$ cat src/rtl/uart_pkg.sv
// Shared definitions for the UART stream buffer.
//   FifoDepthDefault : default number of entries per FIFO
//   level_width()    : width of a FIFO occupancy value (count ranges 0..depth)
//   status_bit_e     : bit positions of the sticky status flags when packed
//                      into a register-map word
package uart_pkg;

  localparam int unsigned FifoDepthDefault = 16;

  // One extra bit so that a completely full FIFO (count == depth) is representable.
  function automatic int unsigned level_width(input int unsigned depth);
    return $clog2(depth) + 1;
  endfunction

  typedef enum logic [1:0] {
    StatTxOverflow  = 2'd0,
    StatRxOverflow  = 2'd1,
    StatRxFrameErr  = 2'd2,
    StatRxParityErr = 2'd3
  } status_bit_e;

  localparam int unsigned NumStatus = 4;

endpackage

$ cat src/rtl/uart_sync_fifo.sv
// Single-clock first-word-fall-through FIFO.
//   clk_i, reset_i   : clock, asynchronous active-high reset (pointers/count/flags only)
//   push_i, wdata_i  : write request and data; accepted only when not full
//   pop_i            : read request; accepted only when not empty
//   rdata_o          : current head, forced to zero while empty
//   full_o, empty_o  : registered status flags
//   level_o          : registered occupancy, 0..Depth
// Depth must be a power of two and at least 2 so the pointers wrap naturally.
module uart_sync_fifo #(
  parameter int unsigned Depth = 16,
  parameter int unsigned Width = 8,
  localparam int unsigned PtrW = $clog2(Depth),
  localparam int unsigned CntW = PtrW + 1
) (
  input  logic            clk_i,
  input  logic            reset_i,
  input  logic            push_i,
  input  logic [Width-1:0] wdata_i,
  input  logic            pop_i,
  output logic [Width-1:0] rdata_o,
  output logic            full_o,
  output logic            empty_o,
  output logic [CntW-1:0] level_o
);

  localparam logic [CntW-1:0] DepthCnt = CntW'(Depth);

  logic [Width-1:0] r_mem [Depth];
  logic [PtrW-1:0]  r_wr_ptr;
  logic [PtrW-1:0]  r_rd_ptr;
  logic [CntW-1:0]  r_count;
  logic             r_full;
  logic             r_empty;

  logic             w_push_ok;
  logic             w_pop_ok;
  logic [CntW-1:0]  w_count_d;

  // Acceptance looks only at the state at the start of the cycle, so a pop
  // never makes room for a same-cycle push and vice versa.
  assign w_push_ok = push_i & ~r_full;
  assign w_pop_ok  = pop_i & ~r_empty;

  always_comb begin
    w_count_d = r_count;
    unique case ({w_push_ok, w_pop_ok})
      2'b10:   w_count_d = r_count + CntW'(1);
      2'b01:   w_count_d = r_count - CntW'(1);
      default: w_count_d = r_count;
    endcase
  end

  always_ff @(posedge clk_i or posedge reset_i) begin
    if (reset_i) begin
      r_wr_ptr <= '0;
      r_rd_ptr <= '0;
      r_count  <= '0;
      r_full   <= 1'b0;
      r_empty  <= 1'b1;
    end else begin
      if (w_push_ok) r_wr_ptr <= r_wr_ptr + PtrW'(1);
      if (w_pop_ok)  r_rd_ptr <= r_rd_ptr + PtrW'(1);
      r_count <= w_count_d;
      r_full  <= (w_count_d == DepthCnt);
      r_empty <= (w_count_d == '0);
    end
  end

  // Storage is deliberately not reset.
  always_ff @(posedge clk_i) begin
    if (w_push_ok) r_mem[r_wr_ptr] <= wdata_i;
  end

  // Masking while empty hides stale (or never-written) RAM contents.
  assign rdata_o = r_empty ? '0 : r_mem[r_rd_ptr];
  assign full_o  = r_full;
  assign empty_o = r_empty;
  assign level_o = r_count;

endmodule

$ cat src/rtl/uart_stream_buffer.sv
// Byte-stream buffer between a host client and the UART core.
//   TX: host writes (tx_data_i/tx_wr_i) fill a FIFO that drains through the
//       uart_data_o / uart_data_valid_o / uart_data_in_ready_i handshake.
//   RX: bytes from the receiver (uart_data_i/uart_data_valid_i plus error
//       qualifiers) fill a FIFO the host pops with rx_rd_i; rx_data_o is the
//       FWFT head.
//   Status: sticky tx_overflow_o, rx_overflow_o, rx_frame_err_o,
//       rx_parity_err_o; cleared by clear_status_i, a same-cycle set wins.
// Reset (reset_i) is asynchronous and active-high.
module uart_stream_buffer
  import uart_pkg::*;
#(
  parameter int unsigned FifoDepth   = FifoDepthDefault,
  parameter int unsigned DropOnError = 1,
  localparam int unsigned LevelWidth = level_width(FifoDepth)
) (
  input  logic                  clk_i,
  input  logic                  reset_i,
  // Host TX side
  input  logic [7:0]            tx_data_i,
  input  logic                  tx_wr_i,
  output logic                  tx_full_o,
  output logic [LevelWidth-1:0] tx_level_o,
  // UART transmitter handshake
  output logic [7:0]            uart_data_o,
  output logic                  uart_data_valid_o,
  input  logic                  uart_data_in_ready_i,
  // UART receiver
  input  logic [7:0]            uart_data_i,
  input  logic                  uart_data_valid_i,
  input  logic                  uart_frame_error_i,
  input  logic                  uart_parity_error_i,
  // Host RX side
  output logic [7:0]            rx_data_o,
  input  logic                  rx_rd_i,
  output logic                  rx_empty_o,
  output logic [LevelWidth-1:0] rx_level_o,
  // Status
  input  logic                  clear_status_i,
  output logic                  tx_overflow_o,
  output logic                  rx_overflow_o,
  output logic                  rx_frame_err_o,
  output logic                  rx_parity_err_o
);

  logic                  w_tx_full;
  logic                  w_tx_empty;
  logic                  w_tx_pop;
  logic                  w_rx_full;
  logic                  w_rx_err;
  logic                  w_rx_push;
  logic                  w_drop_en;
  logic [NumStatus-1:0]  w_status_set;
  logic [NumStatus-1:0]  r_status;

  // ---------------------------------------------------------------- TX path
  assign w_tx_pop = ~w_tx_empty & uart_data_in_ready_i;

  uart_sync_fifo #(
    .Depth (FifoDepth),
    .Width (8)
  ) u_tx_fifo (
    .clk_i   (clk_i),
    .reset_i (reset_i),
    .push_i  (tx_wr_i),
    .wdata_i (tx_data_i),
    .pop_i   (w_tx_pop),
    .rdata_o (uart_data_o),
    .full_o  (w_tx_full),
    .empty_o (w_tx_empty),
    .level_o (tx_level_o)
  );

  assign tx_full_o         = w_tx_full;
  assign uart_data_valid_o = ~w_tx_empty;

  // ---------------------------------------------------------------- RX path
  assign w_drop_en = (DropOnError != 0);
  assign w_rx_err  = uart_frame_error_i | uart_parity_error_i;
  assign w_rx_push = uart_data_valid_i & ~(w_drop_en & w_rx_err);

  uart_sync_fifo #(
    .Depth (FifoDepth),
    .Width (8)
  ) u_rx_fifo (
    .clk_i   (clk_i),
    .reset_i (reset_i),
    .push_i  (w_rx_push),
    .wdata_i (uart_data_i),
    .pop_i   (rx_rd_i),
    .rdata_o (rx_data_o),
    .full_o  (w_rx_full),
    .empty_o (rx_empty_o),
    .level_o (rx_level_o)
  );

  // ---------------------------------------------------------- Sticky status
  always_comb begin
    w_status_set                  = '0;
    w_status_set[StatTxOverflow]  = tx_wr_i & w_tx_full;
    // Only a byte that would actually have been stored counts as an overflow.
    w_status_set[StatRxOverflow]  = w_rx_push & w_rx_full;
    w_status_set[StatRxFrameErr]  = uart_data_valid_i & uart_frame_error_i;
    w_status_set[StatRxParityErr] = uart_data_valid_i & uart_parity_error_i;
  end

  always_ff @(posedge clk_i or posedge reset_i) begin
    if (reset_i) begin
      r_status <= '0;
    end else begin
      r_status <= w_status_set | (r_status & ~{NumStatus{clear_status_i}});
    end
  end

  assign tx_overflow_o   = r_status[StatTxOverflow];
  assign rx_overflow_o   = r_status[StatRxOverflow];
  assign rx_frame_err_o  = r_status[StatRxFrameErr];
  assign rx_parity_err_o = r_status[StatRxParityErr];

endmodule

$ cat config.mk
export PLATFORM = sky130hd
export DESIGN_NAME = uart_stream_buffer
export DESIGN_NICKNAME = d
export VERILOG_FILES = /design/src/rtl/uart_pkg.sv /design/src/rtl/uart_sync_fifo.sv /design/src/rtl/uart_stream_buffer.sv
export SDC_FILE = /design/constraint.sdc
export NUM_CORES = 1
export LEC_CHECK = 0
export ABC_CLOCK_PERIOD_IN_PS = 3700
export CORE_ASPECT_RATIO = 0.8
export CORE_UTILIZATION = 25
export DETAILED_ROUTE_END_ITERATION = 10
export PLACE_DENSITY = 0.42
export SETUP_SLACK_MARGIN = 0.15
export SLEW_MARGIN = 20
export SYNTH_ARGS = -nofsm -noshare
export SYNTH_HDL_FRONTEND = slang
export SYNTH_SLANG_ARGS = --single-unit
export TNS_END_PERCENT = 10
$ cat constraint.sdc
create_clock -name clk_i -period 3.7 [get_ports clk_i]
set_clock_uncertainty 0.15 [all_clocks]
set_input_delay 0.37 -clock clk_i [delete_from_list [all_inputs] [get_ports clk_i]]
set_output_delay 0.37 -clock clk_i [all_outputs]
set_load 0.01 [all_outputs]
==> impl_metrics.toml, run 1 <==
[setup_path]
timing.rr.end = "u_rx_fifo.full_o"
max_stage_delay_ps = 560
path_buf_inv = 3
reg2reg_depth = 10
rr_startpoint = "u_rx_fifo.empty_o"
ff2ff_setup_slack_ps = 610
worst_path_most_repeated_cell = "mux4_2"
crit_arrival_ps = 3030
path_class = "flip-flop to output pin"
required_ps = 3180
path_cells = "buf_4, buf_16, mux4_2, mux4_2, and2_1, clkdlybuf4s50_1"
path_max_fanout = 9
worst_setup_path_end_kind = "output pin"
startpoint_type = "flip-flop"
critPathTopFamily = "multiplexers"
slowest_stage = "mux4_2"

[global_route]
grt_start_max_net_pins = 35
grt_pass1_vias = 6131
track_usage_pct = 11.4
gr-total-overflow = 0
grt_pass1_wl_mm = 40.4
antenna_found_initial = 0

[routing]
vias = 5850
wirelength_mm = 27.0
vias_per_cell = 4.41
antenna_left = 0
dr.pass1.iters = 4
route.detailed.drc = 0
first_iter_violations = 439
wire_per_inst_um = 20.4

[worst_hold_path]
min_path_type = "input pin to async pin"

[sta]
rsz0062_at_grt = "true"
fmax_mhz = 281
slew_headroom_pct = 37.2
final_max_slew_viol_count = 0
tightest_slew_ps = 937
finalSetupTns_ps = 0
post-route-min-period_ps = 3550
finalCritPeriodShare_pct = 96.0
finalSetupViolations = 0
final_hold_viol_count = 0

[placed_design]
detailed_place_hpwl_mm = 17.3
gp_congestion = 0.731
io_buffers = 57
placed_area_mm2 = 0.0133

[synthesis]
ys_seq_area_share_pct = 72.3
syn_area_mm2 = 0.0118
yosysWarnings = 0
synthArstFlopShare_pct = 11.7
ys.flop_type = "edfxtp_1"
avgSynthCellArea_um2 = 20.0
netlist_instances = 591
ys_ff_latch = 290
synth-edff-count = 256
synth_cell_types = 40
syn-num-nets = 634

[finish]
final_common_cell = "edfxtp_1"
diodes = 0
nets = 737
design_area_mm2 = 0.0143
layout_common_cells = "edfxtp_1 (256), mux4_2 (71), clkdlybuf4s50_1 (55)"
layout-drive-gt1-share_pct = 23.4
area_growth_pct = 20.9

[clock_tree]
cts-root-buf = "clkbuf_16"
cts_buffer_depth = 3
tritoncts = "yes"
cts_buffers = 31
clk_pin_slew_ps = 60
clock_latency_ps = 560
ctsHtreeMaxLevel = 1
clock_sinks = 290
hold_buffers = 0

[power_and_ir_drop]
power_density_mw_per_mm2 = 764
ir_drop_mv = 0.393
p_leak_nw = 4.73

[job]
max-cap-violations = 0

[die]
pin_count = 58
fp.dieH_um = 196
core_mm2 = 0.0462
die_area_mm2 = 0.0481
rows = 70
die_w_um = 245
start_util_pct = 25.6

[outcome]
outcome = "finished clean"
## power by group
group / leakage (nW) / total (W) / internal (W) / switching (W)
Combinational: 1.56 / 0.00365 / 0.00203 / 0.00163
Clock: 0.459 / 0.00290 / 0.00166 / 0.00124
Sequential: 2.71 / 0.00435 / 0.00394 / 0.000418
## cell usage after synthesis, drive strengths merged (2+ instances only)
library cell  count  area [um2]
edfxtp          256        7690
mux4             80        1840
dfrtp            32         801
nor2             31         116
nand2            21        78.8
buf              17         154
ha               17         213
clkbuf           15        56.3
inv              14        52.6
nor2b            14        87.6
xnor2            14         123
nor3             10        50.1
and2              9        56.3
o21ai             9        45.0
a21oi             8        40.0
xor2              7        61.3
nand2b            5        31.3
mux2              4        45.0
nand4             4        25.0
mux2i             3        30.0
nand3b            3        22.5
nor3b             3        22.5
a21o              2        15.0
dfstp             2        52.6
nand3             2        10.0
## metal layers
metal  wire (um)  track usage (%)
met3        1380             2.46
met2       12100             17.3
met5           0                0
met1       12900             16.5
met4         614             2.99
## state kept, by name, indices dropped and copies added (netlist names)
signal and cells:
u_rx_fifo.r_mem 128, u_tx_fifo.r_mem 128, u_rx_fifo.level_o 5, u_tx_fifo.level_o 5
r_status 4, u_rx_fifo.r_rd_ptr 4, u_rx_fifo.r_wr_ptr 4, u_tx_fifo.r_rd_ptr 4
u_tx_fifo.r_wr_ptr 4, u_rx_fifo.empty_o 1, u_rx_fifo.full_o 1, u_tx_fifo.empty_o 1
u_tx_fifo.full_o 1
## how the worst max path moves through the flow
stage / to / startpoint / cells after the start
2_1_floorplan: u_rx_fifo.full_o / uart_frame_error_i / 13
3_5_place_dp: u_rx_fifo.full_o / uart_frame_error_i / 13
3_3_place_gp: u_tx_fifo.empty_o / tx_wr_i / 10
5_1_grt: uart_data_o[0] / u_tx_fifo.r_rd_ptr[0] / 6
6_report: uart_data_o[3] / u_tx_fifo.r_rd_ptr[0] / 6
4_1_cts: uart_data_o[2] / u_tx_fifo.r_rd_ptr[1] / 5
## through the flow
stage          power, W  hold slack [ps]  util, %  instances  setup WS (ps)
3_5_place_dp    0.00800              380     28.7       1266            394
5_1_grt          0.0115              103     30.9       1326           54.5
2_1_floorplan   0.00664              316        -        591            793
3_3_place_gp    0.00792              363     28.7       1266            512
4_1_cts          0.0111              221     30.9       1325           90.9
6_report         0.0109             68.4     30.9       1326            147
## logic make-up after synthesis
logic type               count (synthesis)  synth area share, %
AND/OR/NAND/NOR                        106                 4.49
adder cells (fa/ha/maj)                 18                 1.97
XOR/XNOR                                21                 1.56
multiplexers                            87                 16.2
flip-flops                             290                 72.3
buffers and inverters                   46                 2.23
AO/OA/AOI/OAI                           23                 1.17
## final cells by class
class | count | area [um2]
Fill cell | 4442 | 31900
Sequential cell | 290 | 8550
Multi-Input combinational cell | 255 | 3000
Timing Repair Buffer | 102 | 987
Clock buffer | 36 | 795
Tap cell | 612 | 766
Clock inverter | 17 | 135
Inverter | 14 | 52.6
## repair_timing
| item | CTS | global route |
|---|---|---|
| cloned | 2 | 0 |
| gates resized for setup | 5 | 3 |
| buffers inserted | 4 | 1 |
| endpoints found under the setup margin | 16 | 12 |
(Power assumes the default switching activity.)
==> inputs of run 2 (changes only) <==
CTS_CLUSTER_SIZE = 24   (was unset)
==> results of run 2 <==
The final DEF is identical to that of run 1; final timing and power are the same.
